**config.mk**
```make
export PLATFORM = sky130hd
export DESIGN_NAME = spi_master
export DESIGN_NICKNAME = d
export VERILOG_FILES = /design/src/rtl/spi_master.sv
export SDC_FILE = /design/constraint.sdc
export NUM_CORES = 1
export LEC_CHECK = 0
export ABC_AREA = 1
export BUFFER_PORTS_ARGS = -buffer_cell sky130_fd_sc_hd__buf_4
export CORE_UTILIZATION = 45
export CTS_CLUSTER_SIZE = 14
export DETAILED_ROUTE_END_ITERATION = 16
export GPL_ROUTABILITY_DRIVEN = 0
export PLACE_DENSITY_LB_ADDON = 0.05
export SETUP_SLACK_MARGIN = 0.2
export SLEW_MARGIN = 15
export SYNTH_ARGS = -nofsm -noshare
export SYNTH_HDL_FRONTEND = slang
export SYNTH_SLANG_ARGS = --single-unit
```
**constraint.sdc**
```tcl
create_clock -name clk -period 2 [get_ports clk]
set_input_delay 0.3 -clock clk [delete_from_list [all_inputs] [get_ports clk]]
set_output_delay 0.3 -clock clk [all_outputs]
set_load 0.02 [all_outputs]
```
**src/rtl/spi_master.sv**
```systemverilog
// SPI mode-0 master, MSB first: frames one N-bit transfer per accepted start
// with programmable CS lead/lag/gap and an SCK divider slow enough for a synchronizing slave.
//
// state    | meaning
// ---------+----------------------------------------------------------
// IDLE     | CS high, waiting for start
// LEAD     | CS low, SCK low, CS_LEAD cycles before the first bit
// SHIFT_LO | SCK low half of a bit, MOSI holds the current bit
// SHIFT_HI | SCK high half of a bit, MISO captured in its first cycle
// LAG      | CS low, SCK low, CS_LAG cycles; rx word published at the end
// GAP      | CS high, still busy, CS_GAP cycles before returning to IDLE
module spi_master #(
    parameter int N       = 8,
    parameter int CLK_DIV = 4,
    parameter int CS_LEAD = 8,
    parameter int CS_LAG  = 4,
    parameter int CS_GAP  = 4
) (
    input  logic         clk,
    input  logic         reset,
    input  logic         start,
    input  logic [N-1:0] tx_data,
    output logic         busy,
    output logic         done,
    output logic [N-1:0] rx_data,
    output logic         SCK,
    output logic         MOSI,
    output logic         CS,
    input  logic         MISO
);

    localparam int M1   = (CLK_DIV > CS_LEAD) ? CLK_DIV : CS_LEAD;
    localparam int M2   = (CS_LAG > CS_GAP) ? CS_LAG : CS_GAP;
    localparam int PMAX = (M1 > M2) ? M1 : M2;
    localparam int PW   = $clog2(PMAX + 1);
    localparam int BW   = $clog2(N + 1);

    localparam logic [PW-1:0] LD_LEAD = PW'(CS_LEAD - 1);
    localparam logic [PW-1:0] LD_DIV  = PW'(CLK_DIV - 1);
    localparam logic [PW-1:0] LD_LAG  = PW'(CS_LAG - 1);
    localparam logic [PW-1:0] LD_GAP  = PW'(CS_GAP - 1);
    localparam logic [BW-1:0] LD_BITS = BW'(N - 1);

    typedef enum logic [2:0] {
        IDLE,
        LEAD,
        SHIFT_LO,
        SHIFT_HI,
        LAG,
        GAP
    } state_t;

    state_t        state;
    state_t        state_nxt;
    logic [PW-1:0] phase_cnt;
    logic [PW-1:0] phase_load;
    logic [BW-1:0] bit_cnt;
    logic [N-1:0]  tx_shift;
    logic [N-1:0]  rx_shift;
    logic          miso_s1;
    logic          miso_s2;
    logic          sck_nxt;
    logic          cs_nxt;
    logic          busy_nxt;
    logic          phase_tc;

    assign phase_tc = (phase_cnt == '0);

    always_ff @(posedge clk or negedge reset) begin
        if (!reset) begin
            state <= IDLE;
        end else begin
            state <= state_nxt;
        end
    end

    always_comb begin
        state_nxt = state;
        case (state)
            IDLE:     if (start) state_nxt = LEAD;
            LEAD:     if (phase_tc) state_nxt = SHIFT_LO;
            SHIFT_LO: if (phase_tc) state_nxt = SHIFT_HI;
            SHIFT_HI: if (phase_tc) state_nxt = (bit_cnt == '0) ? LAG : SHIFT_LO;
            LAG:      if (phase_tc) state_nxt = GAP;
            GAP:      if (phase_tc) state_nxt = IDLE;
            default:  state_nxt = IDLE;
        endcase
    end

    // Outputs are decoded from the next state and registered, so they line up with state.
    always_comb begin
        sck_nxt  = (state_nxt == SHIFT_HI);
        cs_nxt   = !((state_nxt == LEAD) || (state_nxt == SHIFT_LO) ||
                     (state_nxt == SHIFT_HI) || (state_nxt == LAG));
        busy_nxt = (state_nxt != IDLE);
    end

    always_comb begin
        case (state_nxt)
            LEAD:     phase_load = LD_LEAD;
            SHIFT_LO: phase_load = LD_DIV;
            SHIFT_HI: phase_load = LD_DIV;
            LAG:      phase_load = LD_LAG;
            GAP:      phase_load = LD_GAP;
            default:  phase_load = '0;
        endcase
    end

    always_ff @(posedge clk or negedge reset) begin
        if (!reset) begin
            SCK       <= 1'b0;
            CS        <= 1'b1;
            busy      <= 1'b0;
            MOSI      <= 1'b0;
            done      <= 1'b0;
            rx_data   <= '0;
            phase_cnt <= '0;
            bit_cnt   <= '0;
            tx_shift  <= '0;
            rx_shift  <= '0;
            miso_s1   <= 1'b0;
            miso_s2   <= 1'b0;
        end else begin
            SCK     <= sck_nxt;
            CS      <= cs_nxt;
            busy    <= busy_nxt;
            miso_s1 <= MISO;
            miso_s2 <= miso_s1;
            done    <= 1'b0;

            if (state_nxt != state) begin
                phase_cnt <= phase_load;
            end else if (state != IDLE) begin
                phase_cnt <= phase_cnt - PW'(1);
            end

            case (state)
                IDLE: begin
                    // MOSI carries the current bit; tx_shift holds the bits still to send.
                    if (start) begin
                        MOSI     <= tx_data[N-1];
                        tx_shift <= {tx_data[N-2:0], 1'b0};
                        bit_cnt  <= LD_BITS;
                    end
                end
                SHIFT_HI: begin
                    if (phase_cnt == LD_DIV) begin
                        rx_shift <= {rx_shift[N-2:0], miso_s2};
                    end
                    if (phase_tc) begin
                        if (bit_cnt == '0) begin
                            MOSI <= 1'b0;
                        end else begin
                            {MOSI, tx_shift} <= {tx_shift, 1'b0};
                            bit_cnt          <= bit_cnt - BW'(1);
                        end
                    end
                end
                LAG: begin
                    if (phase_tc) begin
                        rx_data <= rx_shift;
                        done    <= 1'b1;
                    end
                end
                default: ;
            endcase
        end
    end

endmodule
```
==> metrics.md, run 1 <==
| Metric | Value |
|---|---|
| Final slew viol count | `0` |
| Hold violation count in the final report | `0` |
| Netlist cell types | `28` |
| Post-Route Setup TNS | `0 ns` |
| CP top delay family | `simple AND/OR/NAND/NOR gates` |
| R2r setup slk | `0.36 ns` |
| Critical path's slowest cell | `dfrtp_1` |
| Initial Util | `between 40% and 50%` |
| WL/cell | `12.1 µm` |
| Kind of end point of the critical path | `register` |
| Cell taking the most area after synthesis | `dfrtp_1` |
| Critical path's largest stage delay | `0.42 ns` |
| Max-cap violation count | `0` |
| Number of global-route vias before repair | `1,369` |
| CP arrival | `roughly 1.8 ns` |
| Worst R2R Start | `phase_cnt[0]` |
| Share of layout cells above drive strength 1 | `24.8%` |
| Cells after Synth | `209` |
| R2r endpoint | `phase_cnt[0]` |
| CP startpoint kind | `register` |
| Via count | `1,414` |
| Fin nets | `252` |
| CP most frequent cell | `nand2_2` |
| Antenna cells | `0` |
| Skew final | `0.0109 ns` |
| H-tree depth | `2` |
| Pwr Density | `1360 nW/µm²` |
| Max-Slew Margin vs Limit | `roughly two thirds` |
| Routed Antenna Nets | `0` |
| Stages on worst setup path | `11` |
| Peak VDD IR | `0.874 mV` |
| Clk buf depth | `2` |
| First-pass DRT Iterations | `4` |
| FMAX | `611 MHz` |
| Root buffer cell | `clkbuf_8` |
| LEAKAGE | `0.00108 µW` |
| Port buffer count | `24` |
| Worst reg-to-reg path cell count | `11` |
| Critical Path Sink | `phase_cnt[0]` |
| Crit path max fanout | `7` |
| Top cells by area, synth | `dfrtp_1 53%, nand2_1 10%, o21ai_1 6.1%` |
| Min Tclk post-route | `1.64 ns` |
| Worst slew pin tran | `0.493 ns` |
| CTS Buf Count | `5` |
| Die X | `between 60 and 70 µm` |
| HP Class | `in2reg` |
| Unrepaired setup endpoints after global routing | `false` |
| GR Overflow Total | `0` |
| Worst Path Class, Setup | `reg2reg` |
| Core Util, Final | `a little under three fifths` |
| Post-CTS Repair Setup Buffers | `0` |
| Status | `finished clean` |
| Vias/cell | `4.91` |
| CTS tree | `yes` |
| Dpl hpwl | `2.50 mm` |
| DR iter-0 viols | `37` |
| GRT Util Overall | `17.7%` |
| Num rows | `23` |
| CORE AREA | `4030 µm²` |
| Tcrit/Tclk final | `81.9%` |
| Flops & latches, synth | `around 40` |
| Largest net degree at the start of global routing | `42` |
| Sequential area share after synthesis | `54.2%` |
| Crit. Startpoint | `phase_cnt[0]` |
| # IOs | `25` |
| Synth warnings | `0` |
| Syn Nets | `224` |
| Critical path required time | `around 2.2 ns` |
| Initial antenna violation count | `0` |
| Share of the synthesized area in the top cell type | `52.8%` |
| DRC viols | `0` |
| Final Setup Violations | `0` |
| DRT Wirelength | `3.48 mm` |
| Clock-pin slew on the worst setup and hold paths | `0.07 ns` |
| Area growth from synthesis to layout | `18.6%` |
| Cells along the critical path | `inv_2 > ha_4 > nand2_2 > nand2_2 > nand2_2 > nor2_4 > nand3_1 > nand2_2 > nand2_1 > nand2_1 > nand2_1` |
| CP bufs+invs | `1` |
| Clock sink count | `41` |
| Netlist Area Pre-Place | `approximately 1900 µm²` |
| Clock Latency Late Sink | `0.29 ns` |
| Die H | `around 67 µm` |
| First-pass GRT wire length | `5.79 mm` |
| Mean Syn Cell Area | `9.06 µm²` |
| Die Area | `4470 µm²` |
[worst min path at each step]
| stage | from | end | slack (ns) | cells past startpoint |
|---|---|---|---|---|
| CTS | MISO | miso_s1 | 0.11 | 1 |
| detailed placement | reset | bit_cnt[3] | 0.31 | 1 |
| finish | MISO | miso_s1 | 0.12 | 1 |
| global placement | reset | bit_cnt[3] | 0.30 | 1 |
| global route | MISO | miso_s1 | 0.10 | 1 |
| floorplan | reset | MOSI | 0.004 | 0 |
[worst register-to-register path, stage by stage, from the launching register on]
cell and delay (ns):
dfrtp_1 0.42, inv_2 0.10, ha_4 0.16, nand2_2 0.13
nand2_2 0.12, nand2_2 0.07, nor2_4 0.10, nand3_1 0.10
nand2_2 0.11, nand2_1 0.08, nand2_1 0.10, nand2_1 0.05
[sequential cells by signal, summed over array words and instances, names as in the netlist]
| register | count |
|---|---|
| rx_data | 8 |
| rx_shift | 8 |
| tx_shift | 7 |
| bit_cnt | 4 |
| phase_cnt | 4 |
| state | 3 |
| CS | 1 |
| MOSI | 1 |
| SCK | 1 |
| busy | 1 |
| done | 1 |
| miso_s1 | 1 |
| miso_s2 | 1 |
[Yosys cell counts]
master / number
nor2_1: 9
inv_1: 23
nand2_2: 7
a31oi_1: 1
o31ai_1: 2
ha_1: 3
nor2_2: 1
nand4_1: 2
nor2_4: 4
nor2_8: 1
nand3_1: 8
nand2_1: 51
dfrtp_1: 40
dfstp_2: 1
a22oi_1: 1
clkbuf_1: 1
mux2i_1: 1
o211ai_1: 6
buf_2: 2
inv_2: 5
o21ai_1: 23
xor2_1: 5
clkinv_1: 1
buf_6: 1
a21oi_1: 5
o21ai_0: 2
nor3_1: 1
nand3_2: 2
[metrics by stage]
step | total power, µW | setup slack, ns | std cells | hold slack (ns) | instance area, µm²
2_1_floorplan | 2180 | 0.448 | 209 | 0.00441 | 1890
3_3_place_gp | 2410 | 0.191 | 279 | 0.299 | 2110
3_5_place_dp | 2450 | 0.201 | 279 | 0.307 | 2110
4_1_cts | 3030 | 0.229 | 288 | 0.107 | 2220
5_1_grt | 3330 | 0.211 | 288 | 0.104 | 2250
6_report | 3060 | 0.363 | 288 | 0.118 | 2250
[placed cells by master, fill, tap and decap left out, types with 2 or more instances in the layout]
cell type	netlist	layout
nand2_2	7	8
nor2_2	1	2
nor2_1	9	7
nand3_1	8	8
nand4_1	2	2
inv_1	23	21
ha_1	3	2
o21ai_0	2	2
nor2_4	4	5
buf_4	0	24
xor2_1	5	5
o21ai_1	23	23
nand2_1	51	50
clkbuf_8	0	6
inv_2	5	6
o31ai_1	2	2
a21oi_1	5	5
dfrtp_1	40	40
o211ai_1	6	6
nand3_2	2	2
[routing by layer]
layer / GRT usage, % / share of wire [%] / up-vias
met5: 0 / 0 / -
met1: 21.0 / 47 / 647
met2: 29.8 / 48 / 28
li1: - / - / 732
met4: 9.04 / 2.0 / 0
met3: 3.94 / 3.4 / 7
[what timing repair did]
item / 4_1_cts / 5_1_grt
gates resized for setup: 1 / 8
pin swaps: 0 / 0
setup endpoints to repair: 2 / 10
hold buffers: 1 / 0
endpoints found under the hold margin: 37 / 0
[area by class of cell]
type	count	area [µm²]
Sequential cell	41	1030
Inverter	29	111
Clock inverter	2	13.8
Fill cell	366	1780
Timing Repair Buffer	25	190
Multi-Input combinational cell	135	758
Clock buffer	6	82.6
Tap cell	50	62.6
[kinds of logic (layout without fill, tap and decap cells)]
group | count (synthesis) | after routing | share of synthesized area, %
AOI/OAI and AO/OA | 40 | 40 | 11.8
xor gates and xnor gates | 5 | 5 | 2.31
and+or+nand+nor | 86 | 86 | 22.1
buffers and inverters | 33 | 62 | 7.07
DFF | 41 | 41 | 54.2
muxes | 1 | 1 | 0.528
adders and majority gates | 3 | 3 | 1.98
[where the power goes]
group,internal [µW],switching (µW)
registers,1050,129
clock network,280,285
logic,474,844
total,1800,1260
Power figures use the tool's default switching activity.
==> run 2: changes to the inputs <==
==> constraint.sdc (replaced) <==
create_clock -name clk -period 1.7 [get_ports clk]
set_input_delay 0.255 -clock clk [delete_from_list [all_inputs] [get_ports clk]]
set_output_delay 0.255 -clock clk [all_outputs]
set_load 0.02 [all_outputs]
==> metrics.md, run 2 (synthesis results as in run 1) <==
| Metric | Value |
|---|---|
| Status | `finished clean` |
| Num rows | `23` |
| Most frequent cells in the layout | `43 x nand2_1, 37 x buf_4, 36 x dfrtp_1, 23 x o21ai_1, 18 x inv_1` |
| Root buffer cell | `clkbuf_8` |
| Peak VDD IR | `approximately 1 mV` |
| Cells after DPL | `280` |
| Routed Antenna Nets | `0` |
| Die X | `66.9 µm` |
| DRC viols | `0` |
| DR iter-0 viols | `80` |
| Biggest regs | `rx_data: 8 flops, rx_shift: 8 flops, tx_shift: 7 flops` |
| Largest net degree at the start of global routing | `42` |
| Vias/cell | `around 4.9` |
| Dpl hpwl | `2.56 mm` |
| Max-Slew Margin vs Limit | `66.5%` |
| Final Setup Violations | `0` |
| Skew final | `0.00306 ns` |
| Clk buf depth | `2` |
| Clock Latency Late Sink | `0.29 ns` |
| Die Area | `about 4500 µm²` |
| Min Tclk post-route | `1.53 ns` |
| Sequential Power Share | `between 30% and 40%` |
| Worst Path Class, Setup | `reg2reg` |
| Via count | `1,485` |
| Initial antenna violation count | `0` |
| HP Class | `in2reg` |
| Unrepaired setup endpoints after global routing | `true` |
| Pwr Density | `between 1500 and 2000 nW/µm²` |
| # IOs | `25` |
| FMAX | `~650 MHz` |
| Antenna cells | `0` |
| CORE AREA | `4030 µm²` |
| CP startpoint kind | `register` |
| Combinational share of power | `between 40% and 50%` |
| Storage element area | `1030 µm²` |
| Crit path max fanout | `4` |
| CP arrival | `1.71 ns` |
| Worst R2R Start | `phase_cnt[0]` |
| First-pass GRT wire length | `~5.9 mm` |
| R2r setup slk | `roughly 0.17 ns` |
| Kind of end point of the critical path | `register` |
| Tcrit/Tclk final | `89.9%` |
| WL/cell | `between 10 and 15 µm` |
| Hold_sp | `MISO` |
| Switching pwr | `1640 µW` |
| Final slew viol count | `0` |
| Hold depth | `1` |
| R2r endpoint | `phase_cnt[1]` |
| Hold WS | `0.0721 ns` |
| Total Power | `approximately 4100 µW` |
| Most common cell after layout, fill and taps aside | `nand2_1` |
| Share of layout cells above drive strength 1 | `37.3%` |
| CTS tree | `yes` |
| Worst slew pin tran | `about 0.50 ns` |
| Number of global-route vias before repair | `1,382` |
| CTS Buf Count | `5` |
| First-pass DRT Iterations | `4` |
| Max-cap violation count | `0` |
| LEAKAGE | `between 0.001 and 0.0015 µW` |
| Area growth from synthesis to layout | `30.3%` |
| Initial Util | `47.0%` |
| Port buffer count | `24` |
| Hold EP | `miso_s1` |
| Post-Route Setup TNS | `0 ns` |
| Clock-pin slew on the worst setup and hold paths | `0.07 ns` |
| Clock sink count | `41` |
| Die H | `between 60 and 70 µm` |
| Clock power frac | `19.5%` |
| GRT Util Overall | `18.1%` |
| Worst reg-to-reg path cell count | `13` |
| Critical path required time | `1.88 ns` |
| H-tree depth | `2` |
| Area of the multi-input gates | `around 840 µm²` |
| Switching Fraction | `39.6%` |
| Hold violation count in the final report | `0` |
| Layout fillers | `349` |
| Finished Layout Cells | `302` |
| GR Overflow Total | `0` |
| Int Pwr | `between 2000 and 2500 µW` |
| Fin nets | `~270` |
| DRT Wirelength | `3.69 mm` |
-- run 2: what timing repair did --
item / 4_1_cts / 5_1_grt
hold buffers: 1 / 0
endpoints found under the setup margin: 14 / 24
gates resized for setup: 11 / 20
endpoints found under the hold margin: 40 / 0
buffers inserted: 5 / 8
gates cloned: 0 / 0
pin swaps: 7 / 11
-- run 2: worst max-delay path, stage by stage (launching register included) --
cell and delay, ns:
dfrtp_1 0.39, inv_2 0.08, ha_4 0.20, nand2_4 0.06, nor2_4 0.10, nand2_1 0.06, nand3_1 0.06, nand2_1 0.06
inv_2 0.08, nand2_4 0.05, nor2_4 0.10, nand2_2 0.07, nand2_2 0.06, nand2_1 0.05
-- run 2: how the worst max path moves through the flow --
stage                 startpoint           end  depth (start not counted)
floorplan             bit_cnt[1]   tx_shift[4]                         12
global placement    phase_cnt[0]  phase_cnt[1]                         13
detailed placement  phase_cnt[0]  phase_cnt[1]                         11
CTS                 phase_cnt[1]  phase_cnt[1]                         13
global route        phase_cnt[1]  phase_cnt[1]                         11
finish              phase_cnt[0]  phase_cnt[1]                         13
-- run 2: power by group through the flow --
stage	Sequential, µW	Combinational, µW	Clock (µW)
2_1_floorplan	1420	1170	0
3_3_place_gp	1390	1500	0
3_5_place_dp	1400	1550	0
4_1_cts	1390	1750	830
5_1_grt	1420	2160	873
6_report	1390	1930	803
-- run 2: layout make-up --
class                           instances  area share [%]
Multi-Input combinational cell        135            34.1
Clock inverter                          2            1.52
Timing Repair Buffer                   39            12.1
Inverter                               29            4.61
Clock buffer                            6            3.35
Tap cell                               50            2.53
Sequential cell                        41            41.8
-- run 2: metrics by stage --
stage                     instance area (µm²)  util (%)  worst slack, ns
after floorplan                          1920         -            0.211
after global placement                   2140      53.2            0.125
after detailed placement                 2140      53.2           0.0713
after CTS                                2350      58.3            0.155
after global routing                     2470      61.3           0.0562
final                                    2470      61.3            0.172
-- run 2: routing by layer --
| metal | vias up | global-route usage (%) | part of all wire (%) |
|---|---|---|---|
| met2 | 22 | 30.7 | 52 |
| met5 | - | 0 | 0 |
| met1 | 707 | 21.0 | 43 |
| met4 | 0 | 6.65 | 1.2 |
| li1 | 750 | - | - |
| met3 | 6 | 5.99 | 3.7 |
==> run 3: changes to the inputs <==
--- a/config.mk
+++ b/config.mk
@@ -7,13 +7,13 @@
 export LEC_CHECK = 0
 export ABC_AREA = 1
 export BUFFER_PORTS_ARGS = -buffer_cell sky130_fd_sc_hd__buf_4
-export CORE_UTILIZATION = 45
+export CORE_UTILIZATION = 56
 export CTS_CLUSTER_SIZE = 14
 export DETAILED_ROUTE_END_ITERATION = 16
 export GPL_ROUTABILITY_DRIVEN = 0
 export PLACE_DENSITY_LB_ADDON = 0.05
 export SETUP_SLACK_MARGIN = 0.2
-export SLEW_MARGIN = 15
+export SLEW_MARGIN = 20
 export SYNTH_ARGS = -nofsm -noshare
 export SYNTH_HDL_FRONTEND = slang
 export SYNTH_SLANG_ARGS = --single-unit
==> metrics.md, run 3 (synthesis results as in run 1) <==
| Metric | Value |
|---|---|
| Status | `finished clean` |
| CTS tree | `yes` |
| Largest net degree at the start of global routing | `42` |
| GR Overflow Total | `0` |
| Core Util, Final | `between 70 and 80%` |
| Initial Util | `60.6%` |
| Area growth from synthesis to layout | `28.8%` |
| Pwr Density | `approximately 1700 nW/µm²` |
| DR iter-0 viols | `around 110` |
| Via count | `1,513` |
| Switching Fraction | `40.8%` |
| Skew final | `a little over 0.007 ns` |
| Final Setup Violations | `0` |
| Number of global-route vias before repair | `1,402` |
| Hold WS | `roughly 0.093 ns` |
| Initial antenna violation count | `0` |
| First-pass DRT Iterations | `4` |
| Root buffer cell | `clkbuf_4` |
| Switching pwr | `~1700 µW` |
| Layout fillers | `202` |
| H-tree depth | `2` |
| Clock-pin slew on the worst setup and hold paths | `0.13 ns` |
| Post-Route Setup TNS | `0 ns` |
| First-pass GRT wire length | `6.17 mm` |
| DRC viols | `0` |
| Worst R2R Start | `phase_cnt[0]` |
| Dpl hpwl | `about 2.4 mm` |
| Combinational share of power | `between 40% and 50%` |
| Clock power frac | `19.5%` |
| CTS Buf Count | `5` |
| Die Area | `3620 µm²` |
| Port buffer count | `24` |
| Routed Antenna Nets | `0` |
| Max-Slew Margin vs Limit | `67.0%` |
| Kind of end point of the critical path | `register` |
| Peak VDD IR | `1.35 mV` |
| DRT Wirelength | `3.94 mm` |
| Hold violation count in the final report | `0` |
| Die H | `between 60 and 70 µm` |
| Antenna cells | `0` |
| Biggest regs | `rx_data: 8 flops, rx_shift: 8 flops, tx_shift: 7 flops` |
| Int Pwr | `2470 µW` |
| Vias/cell | `5.13` |
| Clock sink count | `a little over 40` |
| Worst slew pin tran | `0.495 ns` |
| Critical path required time | `1.97 ns` |
| FMAX | `635 MHz` |
| Sequential Power Share | `between 30% and 40%` |
| Fin nets | `265` |
| # IOs | `25` |
| CP arrival | `between 1.5 and 2 ns` |
| Max-cap violation count | `0` |
| Crit. Startpoint | `phase_cnt[0]` |
| Clock Latency Late Sink | `0.36 ns` |
| CORE AREA | `3130 µm²` |
| Worst Path Class, Setup | `reg2reg` |
| Min Tclk post-route | `~1.6 ns` |
| Final slew viol count | `0` |
| Unrepaired setup endpoints after global routing | `true` |
| Tcrit/Tclk final | `92.7%` |
| Num rows | `20` |
| Share of layout cells above drive strength 1 | `between 30% and 40%` |
| Hold_sp | `tx_data[0]` |
| Crit path max fanout | `3` |
| CP startpoint kind | `register` |
| HP Class | `in2reg` |
| Die X | `60.2 µm` |
| Most common cell after layout, fill and taps aside | `nand2_1` |
| WL/cell | `13.4 µm` |
| Clk buf depth | `2` |
| GRT Util Overall | `about a quarter` |
| Most frequent cells in the layout | `44 x nand2_1, 38 x dfrtp_1, 35 x buf_4, 23 x o21ai_1, 18 x inv_1` |
| LEAKAGE | `0.00116 µW` |
==> run 3: cell count changes in the layout (fill, tap and decap cells not counted), moves of 2 or more <==
cell | before | now
buf_4 | 37 | 35
clkbuf_4 | 0 | 5
clkbuf_8 | 6 | 0
dfrtp_1 | 36 | 38
dfrtp_2 | 4 | 2
==> run 3: path summary, 6_finish.rpt <==
kind / endpoint / slack, ns / cells after the start
worst min register to register: miso_s2 / 0.37 / 0
worst max-delay path: phase_cnt[1] / 0.12 / 13
min in group asynchronous: bit_cnt[2] / 0.38 / 2
worst min-delay path: tx_shift[1] / 0.09 / 3
max in group asynchronous: state[2] / 0.94 / 2
worst max register to register: phase_cnt[1] / 0.12 / 13
==> run 3: power by group through the flow <==
stage	clock network (µW)	logic, µW	registers [µW]
2_1_floorplan	0	1170	1420
3_3_place_gp	0	1490	1390
3_5_place_dp	0	1540	1400
4_1_cts	819	1710	1380
5_1_grt	857	2160	1420
6_report	810	1960	1390
==> run 3: through the flow <==
stage               total power [µW]  setup slack, ns  instance area [µm²]  cells
global route                    4430           0.0309                 2440    295
global placement                2880            0.136                 2140    275
floorplan                       2590            0.211                 1920    209
CTS                             3920            0.138                 2330    289
finish                          4170            0.125                 2440    295
detailed placement              2940           0.0438                 2140    275
==> run 3: cell type report <==
class	count	area (µm²)	share of cell area, %
tap	44	55.1	2.26
multi-input combinational	135	841	34.5
timing repair buffer	38	294	12.1
clock buffer	5	37.5	1.54
sequential	41	1030	42.2
inverter	29	114	4.67
clock inverter	3	68.8	2.82
==> run 3: repair_timing <==
item	4_1_cts	5_1_grt
hold buffers	2	0
pin swaps	7	7
gates resized for setup	9	19
endpoints found under the setup margin	13	28
endpoints found under the hold margin	41	0
buffers inserted	4	6
==> run 3: worst max-delay path, stage by stage (launching register included) <==
cell and delay [ns]:
dfrtp_1 0.42, inv_2 0.09, ha_4 0.18, nand2_4 0.07, nor2_4 0.11, nand2_1 0.07
nand3_1 0.07, nand2_1 0.06, inv_2 0.08, nand2_4 0.05, nor2_4 0.10, nand2_2 0.07
nand2_2 0.07, nand2_1 0.05
==> run 3: layer usage <==
metal	vias up	part of all wire (%)	global-route usage, %
met5	-	0	0
met1	703	43	28.3
met2	47	52	41.6
met4	0	1.7	8.31
met3	9	3.8	6.71
li1	754	-	-
